[config.mk]
export PLATFORM = sky130hd
export DESIGN_NAME = gpp_param
export DESIGN_NICKNAME = d
export VERILOG_FILES = /design/src/rtl/gpp_param.sv
export SDC_FILE = /design/constraint.sdc
export NUM_CORES = 2
export LEC_CHECK = 0
export CORE_AREA = 2 2 652 654
export CTS_CLUSTER_DIAMETER = 100
export DETAILED_ROUTE_END_ITERATION = 12
export DIE_AREA = 0 0 654 656
export PLACE_DENSITY = 0.51
export SLEW_MARGIN = 20
export SYNTH_ARGS = -nofsm -noshare
export SYNTH_HDL_FRONTEND = slang
export SYNTH_SLANG_ARGS = --single-unit
[constraint.sdc]
create_clock -name clk -period 3.35 [get_ports clk]
set_clock_uncertainty 0.2 [all_clocks]
set_input_delay 0.335 -clock clk [delete_from_list [all_inputs] [get_ports clk]]
set_output_delay 0.335 -clock clk [all_outputs]
set_load 0.02 [all_outputs]
[src/rtl/gpp_param.sv]
// rtl/gpp_param.sv - parametrised generic packet parser: forward, filter, PHV/MD capture, localbus counters
//
// Ports:
//   clk, rst_n                  clock, asynchronous active-low reset
//   pktin_*                     134-bit packet words from the port/CPU input ([133:132] 01 head, 11 middle, 10 tail)
//   pktin_ready                 combinational ready, low while any downstream almost-full is raised
//   out_phv/out_phv_wr          parsed header vector, one strobe per good accepted packet
//   out_md/out_md_wr            metadata with NMID/PST inserted for locally addressed packets
//   out_data/out_data_wr        forwarded words to the data cache, 1-cycle latency
//   out_valid/out_valid_wr      packet-good flag, one strobe per forwarded packet
//   in_phv_alf/in_md_alf/in_data_alf  downstream almost-full flags
//   cfg_*                       localbus register access (async chip select, active-low ack)
module gpp_param #(
  parameter int         PHV_BEATS = 8,
  parameter logic [7:0] LMID      = 8'd1,
  parameter logic [7:0] NMID      = 8'd2,
  parameter logic [7:0] DROP_MAX  = 8'd4,
  localparam int        PHV_W     = 128 * PHV_BEATS
) (
  input  logic             clk,
  input  logic             rst_n,
  input  logic             pktin_data_wr,
  input  logic [133:0]     pktin_data,
  input  logic             pktin_data_valid,
  output logic             pktin_ready,
  output logic [PHV_W-1:0] out_phv,
  output logic             out_phv_wr,
  input  logic             in_phv_alf,
  output logic [255:0]     out_md,
  output logic             out_md_wr,
  input  logic             in_md_alf,
  output logic [133:0]     out_data,
  output logic             out_data_wr,
  output logic             out_valid,
  output logic             out_valid_wr,
  input  logic             in_data_alf,
  input  logic             cfg_cs_n,
  input  logic             cfg_rw,
  input  logic [31:0]      cfg_addr,
  input  logic [31:0]      cfg_wdata,
  output logic             cfg_ack_n,
  output logic [31:0]      cfg_rdata
);

  typedef enum logic [1:0] {ST_IDLE = 2'd0, ST_TRANS = 2'd1, ST_DISCARD = 2'd2} state_t;
  typedef enum logic [1:0] {LB_IDLE = 2'd0, LB_WAIT = 2'd1, LB_ACK = 2'd2} lb_state_t;

  state_t            state, state_next;
  lb_state_t         lb_state, lb_next;
  logic [1:0]        lb_cnt, lb_cnt_next;

  logic [7:0]        step;
  logic [PHV_W-1:0]  phv;
  logic [255:0]      md;
  logic              emit_pend;
  logic [31:0]       in_pkt, out_pkt, discard_cnt, err_cnt;

  logic              is_head, is_tail, accept;
  logic              fwd, vld_wr, vld, emit_set, cap_head, cap_word;
  logic              inc_in, inc_out, inc_disc, inc_err;
  logic [133:0]      fwd_word;

  logic              cs_meta, cs_sync, sel, lb_start, cnt_clr;
  logic [31:0]       rd_mux;
  logic [127:0]      beat0, beat1;
  logic [7:0]        pst;
  logic [255:0]      md_rw;
  logic              unused_bits;

  assign pktin_ready = ~(in_phv_alf | in_md_alf | in_data_alf);
  assign unused_bits = ^{cfg_addr[31:10], cfg_addr[1:0], cfg_wdata};

  assign is_head = (pktin_data[133:132] == 2'b01);
  assign is_tail = (pktin_data[133:132] == 2'b10);
  assign accept  = (pktin_data[87:80] == LMID) || (pktin_data[87:80] > DROP_MAX);

  // Packet FSM
  always_ff @(posedge clk or negedge rst_n) begin
    if (!rst_n) state <= ST_IDLE;
    else        state <= state_next;
  end

  always_comb begin
    state_next = state;
    fwd        = 1'b0;
    fwd_word   = pktin_data;
    vld_wr     = 1'b0;
    vld        = 1'b0;
    emit_set   = 1'b0;
    cap_head   = 1'b0;
    cap_word   = 1'b0;
    inc_in     = 1'b0;
    inc_out    = 1'b0;
    inc_disc   = 1'b0;
    inc_err    = 1'b0;
    if (pktin_data_wr) begin
      case (state)
        ST_IDLE: begin
          if (is_head) begin
            inc_in = 1'b1;
            if (accept) begin
              fwd        = 1'b1;
              cap_head   = 1'b1;
              state_next = ST_TRANS;
            end else begin
              inc_disc   = 1'b1;
              state_next = ST_DISCARD;
            end
          end else begin
            inc_err = 1'b1;
          end
        end
        ST_TRANS: begin
          if (is_head) begin
            // Unterminated packet: close it downstream as a bad packet and
            // throw away the packet that interrupted it.
            fwd        = 1'b1;
            fwd_word   = {2'b10, pktin_data[131:0]};
            vld_wr     = 1'b1;
            inc_err    = 1'b1;
            state_next = ST_DISCARD;
          end else begin
            fwd      = 1'b1;
            cap_word = 1'b1;
            if (is_tail) begin
              vld_wr     = 1'b1;
              vld        = pktin_data_valid;
              inc_out    = 1'b1;
              emit_set   = pktin_data_valid;
              state_next = ST_IDLE;
            end
          end
        end
        ST_DISCARD: begin
          if (is_tail)      state_next = ST_IDLE;
          else if (is_head) inc_err    = 1'b1;
        end
        default: state_next = ST_IDLE;
      endcase
    end
  end

  // PST classification from the captured header vector
  assign beat0 = phv[PHV_W-1 -: 128];
  assign beat1 = phv[PHV_W-129 -: 128];

  always_comb begin
    pst = 8'h00;
    if (beat0[31:16] == 16'h86DD) begin
      if (beat1[95:88] == 8'h06)      pst = 8'h81;
      else if (beat1[95:88] == 8'h11) pst = 8'h83;
      else                            pst = 8'h82;
    end else if (beat0[31:16] == 16'h0800) begin
      if (beat1[71:64] == 8'h06)      pst = 8'h01;
      else if (beat1[71:64] == 8'h11) pst = 8'h07;
      else                            pst = 8'h02;
    end else if (beat0[31:16] == 16'h0806) begin
      pst = 8'h03;
    end
  end

  always_comb begin
    md_rw = md;
    if (md[87:80] == LMID) begin
      md_rw[87:80] = NMID;
      md_rw[79:72] = pst;
    end
  end

  // Datapath: forwarding, capture and emission
  always_ff @(posedge clk or negedge rst_n) begin
    if (!rst_n) begin
      out_data     <= '0;
      out_data_wr  <= 1'b0;
      out_valid    <= 1'b0;
      out_valid_wr <= 1'b0;
      out_phv      <= '0;
      out_phv_wr   <= 1'b0;
      out_md       <= '0;
      out_md_wr    <= 1'b0;
      emit_pend    <= 1'b0;
      step         <= '0;
      phv          <= '0;
      md           <= '0;
    end else begin
      out_data_wr  <= fwd;
      out_valid_wr <= vld_wr;
      if (fwd)    out_data  <= fwd_word;
      if (vld_wr) out_valid <= vld;

      // Emission reads phv/md before a back-to-back head overwrites them.
      emit_pend  <= emit_set;
      out_phv_wr <= emit_pend;
      out_md_wr  <= emit_pend;
      if (emit_pend) begin
        out_phv <= phv;
        out_md  <= md_rw;
      end

      if (cap_head) begin
        phv        <= '0;
        md[127:0]  <= pktin_data[127:0];
        step       <= 8'd1;
      end else if (cap_word) begin
        if (step == 8'd1) md[255:128] <= pktin_data[127:0];
        for (int k = 0; k < PHV_BEATS; k++) begin
          if (step == 8'(k + 2)) phv[PHV_W-1-128*k -: 128] <= pktin_data[127:0];
        end
        if (step != 8'hFF) step <= step + 8'd1;
      end
    end
  end

  // Counters; clear wins over a simultaneous increment
  always_ff @(posedge clk or negedge rst_n) begin
    if (!rst_n) begin
      in_pkt      <= '0;
      out_pkt     <= '0;
      discard_cnt <= '0;
      err_cnt     <= '0;
    end else if (cnt_clr) begin
      in_pkt      <= '0;
      out_pkt     <= '0;
      discard_cnt <= '0;
      err_cnt     <= '0;
    end else begin
      if (inc_in)   in_pkt      <= in_pkt + 32'd1;
      if (inc_out)  out_pkt     <= out_pkt + 32'd1;
      if (inc_disc) discard_cnt <= discard_cnt + 32'd1;
      if (inc_err)  err_cnt     <= err_cnt + 32'd1;
    end
  end

  // Localbus: synchronised select, registered read, delayed ack
  always_ff @(posedge clk or negedge rst_n) begin
    if (!rst_n) begin
      cs_meta <= 1'b1;
      cs_sync <= 1'b1;
    end else begin
      cs_meta <= cfg_cs_n;
      cs_sync <= cs_meta;
    end
  end

  assign sel     = ~cs_sync;
  assign cnt_clr = lb_start & ~cfg_rw & (cfg_addr[9:2] == 8'h00);

  always_comb begin
    rd_mux = 32'd0;
    case (cfg_addr[9:2])
      8'h01:   rd_mux = {state, 26'd0, pktin_ready, in_md_alf, in_phv_alf, in_data_alf};
      8'h02:   rd_mux = in_pkt;
      8'h03:   rd_mux = out_pkt;
      8'h04:   rd_mux = discard_cnt;
      8'h05:   rd_mux = err_cnt;
      default: rd_mux = 32'd0;
    endcase
  end

  always_comb begin
    lb_next     = lb_state;
    lb_cnt_next = lb_cnt;
    lb_start    = 1'b0;
    case (lb_state)
      LB_IDLE: begin
        if (sel) begin
          lb_start    = 1'b1;
          lb_cnt_next = 2'd0;
          lb_next     = LB_WAIT;
        end
      end
      LB_WAIT: begin
        if (lb_cnt == 2'd2) lb_next     = LB_ACK;
        else                lb_cnt_next = lb_cnt + 2'd1;
      end
      LB_ACK: begin
        if (!sel) lb_next = LB_IDLE;
      end
      default: lb_next = LB_IDLE;
    endcase
  end

  always_ff @(posedge clk or negedge rst_n) begin
    if (!rst_n) begin
      lb_state  <= LB_IDLE;
      lb_cnt    <= 2'd0;
      cfg_ack_n <= 1'b1;
      cfg_rdata <= 32'd0;
    end else begin
      lb_state  <= lb_next;
      lb_cnt    <= lb_cnt_next;
      cfg_ack_n <= (lb_next != LB_ACK);
      if (lb_start) cfg_rdata <= cfg_rw ? rd_mux : 32'd0;
    end
  end

endmodule

==> key figures <==
Routing
  • Detailed Route WL: ~450000 um
  • Routed vias: approximately 80000
  • Number of DRC markers in iteration 0: between 6000 and 7000
  • DR WL/cell: around 26 um
  • Via-to-Cell Ratio: roughly 4.7
  • Router iterations before antenna repair: 5
  • Final ANT Viol Nets: 0
  • DRC errors left: 0

Synth
  • Synthesized net count: ~9700
  • Async S/R FF share, synth: between 90% and 100%
  • Yosys warns: 0
  • Avg Inst Size Synth: between 10 and 15 um^2
  • Post-synth EDFFs: 0
  • Synth top area cells: dfrtp_1, mux2_2, nand2_1
  • Commonest register cell after synthesis: dfrtp_1
  • Share of the synthesized area in the top cell type: between 60% and 70%
  • Synthesized flop and latch total: approximately 2900
  • Post-synthesis cell count: between 9000 and 10000
  • Seq/Total Area, Yosys: 64.4%
  • Post-Syn Area: 112000 um^2
  • Count of cell types in the netlist: between 60 and 70
  • Largest area contributor in the netlist: dfrtp_1

Floorplanning
  • Die footprint: approximately 430000 um^2
  • Initial Utilization: 26.5%
  • Core Area: around 420000 um^2
  • Chip width: between 600 and 700 um
  • Die Y: between 600 and 700 um
  • Row Count: approximately 240
  • Ports: between 1500 and 2000

STA
  • Fin. Hold Viols: 0
  • # setup viols final: 0
  • Fmax: roughly 330 MHz
  • Worst Tran Pin Value: about 1.2 ns
  • Period minus WS final: around 3 ns
  • RSZ-0062 raised after global routing: no
  • Relative slew slack: 22.0%
  • Hold_ws: between 0.09 and 0.1 ns
  • Setup TNS: 0 ns
  • Max-slew violation count: 0
  • Part of the cycle the worst path needs: 89.5%

Worst setup path
  • Critical path's slowest cell: dlygate4sd3_1
  • Crit-path max FO: 21
  • Crit. End Element: flop
  • WS Path Type: in -> reg
  • Delay-heaviest family, CP: buffers and inverters
  • WP buf/inv: 5
  • Worst path cell trace: dlygate4sd3_1 > clkdlybuf4s50_1 > inv_1 > ha_1 > nor4bb_4 > and2_0 > and2_4 > buf_12 > buf_12 > nand2_1 > a21oi_1
  • Data required, critical path: around 4.0 ns
  • Cell mode on critical path: buf_12
  • Worst Path Arrival: 3.61 ns
  • CP peak stage delay: 0.58 ns
  • CP Launch Type: input pin

Clock tree
  • CTS root buf: clkbuf_16
  • CTS tree: built
  • Clock Path Buffers: 4
  • Htree depth: 5
  • CTS clk-pin slew, worst paths: 0.06 ns
  • Total CTS buffers: 334
  • Later-pin clock latency in the skew report: 0.91 ns
  • CTS Sinks: about 2900
  • Postcts setup bufs: 0

Pwr
  • Peak supply drop: approximately 0.47 mV
  • Power per cell area: approximately 760 nW/um^2
  • Pleak: roughly 67 nW

Global route
  • Total gr overflow: 0
  • First-pass GRT wire length: about 640000 um
  • GRT Util Overall: roughly 21%
  • Largest net degree at the start of global routing: roughly 150
  • Number of global-route vias before repair: between 70000 and 80000
  • Initial antenna violation count: 41

Finish
  • Share of layout cells above drive strength 1: a little under a quarter
  • Nets@finish: approximately 11000
  • Final non-filler cell area: roughly 150000 um^2
  • Utilization after layout: a little over a third
  • Final Non-Filler Cells: 17200
  • Area Growth Syn to Fin: 33.6%

Place
  • Post-DP HPWL: 319000 um
  • Port bufs: 1603
  • Cells after DPL: ~17000
  • Placement Cell Area: between 100000 and 150000 um^2
  • Placer Congestion: about 0.8

Job
  • Max_cap viols: 0

Outcome
  • Status: finished clean

Hold path
  • HP Class: in -> reg
-- worst register-to-register path, stage by stage, from the launching register on --
cell and delay [ns]:
dfrtp_1 0.74, nor4bb_4 0.48, and2_0 0.35, and2_4 0.24, buf_12 0.19, buf_12 0.40, nand2_1 0.08, a21oi_1 0.16
-- area by class of cell --
type | count | area, um^2
Antenna cell | 11 | 27.5
Clock buffer | 477 | 9520
Clock inverter | 112 | 1550
Fill cell | 42000 | 273000
Inverter | 28 | 105
Multi-Input combinational cell | 5857 | 37200
Sequential cell | 2876 | 72000
Tap cell | 5663 | 7090
Timing Repair Buffer | 2131 | 21900
-- power by group --
part	internal, mW	switching [mW]
Combinational	13.2	15.2
Clock	21.4	15.5
Sequential	43.4	5.48
-- cell usage after synthesis, drive strengths merged (3+ instances only) --
master,number
inv,28
a31oi,4
or4,12
or3,31
a21o,14
nand4b,4
and2,13
or2,3
o2bb2ai,13
a221oi,10
nand2,2541
o21a,6
o21ai,53
and4,15
nor4b,4
ha,15
dfrtp,2873
xnor2,39
a211oi,5
nand3,73
nor4,22
nand4,52
a2111oi,13
a21oi,1083
mux2i,36
a2bb2oi,14
and3,21
xor2,51
nor2,118
dfstp,3
clkbuf,703
o211ai,6
nor4bb,6
nand2b,3
o2111ai,4
buf,25
mux2,1530
nor3,18
o31ai,3
-- stage by stage --
| stage | setup slack (ns) | total power, mW |
|---|---|---|
| 2_1_floorplan | 0.499 | 61.9 |
| 3_3_place_gp | -0.112 | 77.6 |
| 3_5_place_dp | -0.0720 | 78.1 |
| 4_1_cts | 0.265 | 115 |
| 5_1_grt | 0.266 | 119 |
| 6_report | 0.353 | 114 |
-- flip-flops by register name (all words and copies together), names as in the netlist, 8 cells and up --
register,flops
out_phv,1024
md,256
step,8
phv,1024
out_pkt,32
cfg_rdata,32
discard_cnt,32
err_cnt,32
out_data,134
out_md,256
in_pkt,32
-- placed cells by master (no fill, tap or decap), types with 11 or more instances in the layout --
master / instances
nor2_1: 118
mux2i_1: 35
xnor2_1: 39
a21o_1: 14
dlygate4sd3_1: 25
nor4_1: 19
or3_1: 31
nor3_1: 17
or4_1: 11
clkbuf_8: 60
clkbuf_1: 82
dfrtp_1: 2872
nand4_1: 52
inv_1: 28
ha_1: 15
a21oi_1: 1083
clkbuf_16: 335
clkinv_2: 49
bufinv_16: 19
mux2_2: 1530
clkdlybuf4s50_1: 1597
xor2_1: 51
o21ai_0: 53
nand3_1: 68
diode_2: 11
buf_12: 145
and3_1: 17
and4_1: 13
a2bb2oi_1: 14
o2bb2ai_1: 13
clkinv_16: 11
buf_4: 360
nand2_1: 2538
-- repair_timing --
| action | 4_1_cts | 5_1_grt |
|---|---|---|
| hold endpoints to repair | 2866 | 0 |
| hold buffers | 26 | 0 |
| gates resized for setup | 0 | 0 |
-- cells by family after synthesis --
kind of cell,share of synthesized area (%)
flip-flops,64.4
XOR/XNOR,0.705
buffers and inverters,2.55
AO/OA/AOI/OAI,5.91
adder cells (fa/ha/maj),0.168
AND/OR/NAND/NOR,10.5
multiplexers,15.7
-- worst paths after layout --
kind | startpoint | to | cells past startpoint | slack [ns]
min in group asynchronous | rst_n | out_phv[750] | 4 | 0.56
setup reg to reg | state[0] | phv[317] | 7 | 0.40
hold reg to reg | cs_meta | cs_sync | 0 | 0.15
max in group asynchronous | rst_n | err_cnt[3] | 6 | 1.18
hold / removal | pktin_data[84] | phv[84] | 4 | 0.09
setup / recovery | pktin_data[133] | phv[317] | 11 | 0.35
-- metal layers --
layer / track usage [%] / part of all wire, %
met5: 0 / 0.0057
met4: 8.64 / 4.8
met3: 3.80 / 5.4
met2: 34.6 / 49
met1: 25.9 / 41
(Power assumes the default switching activity.)
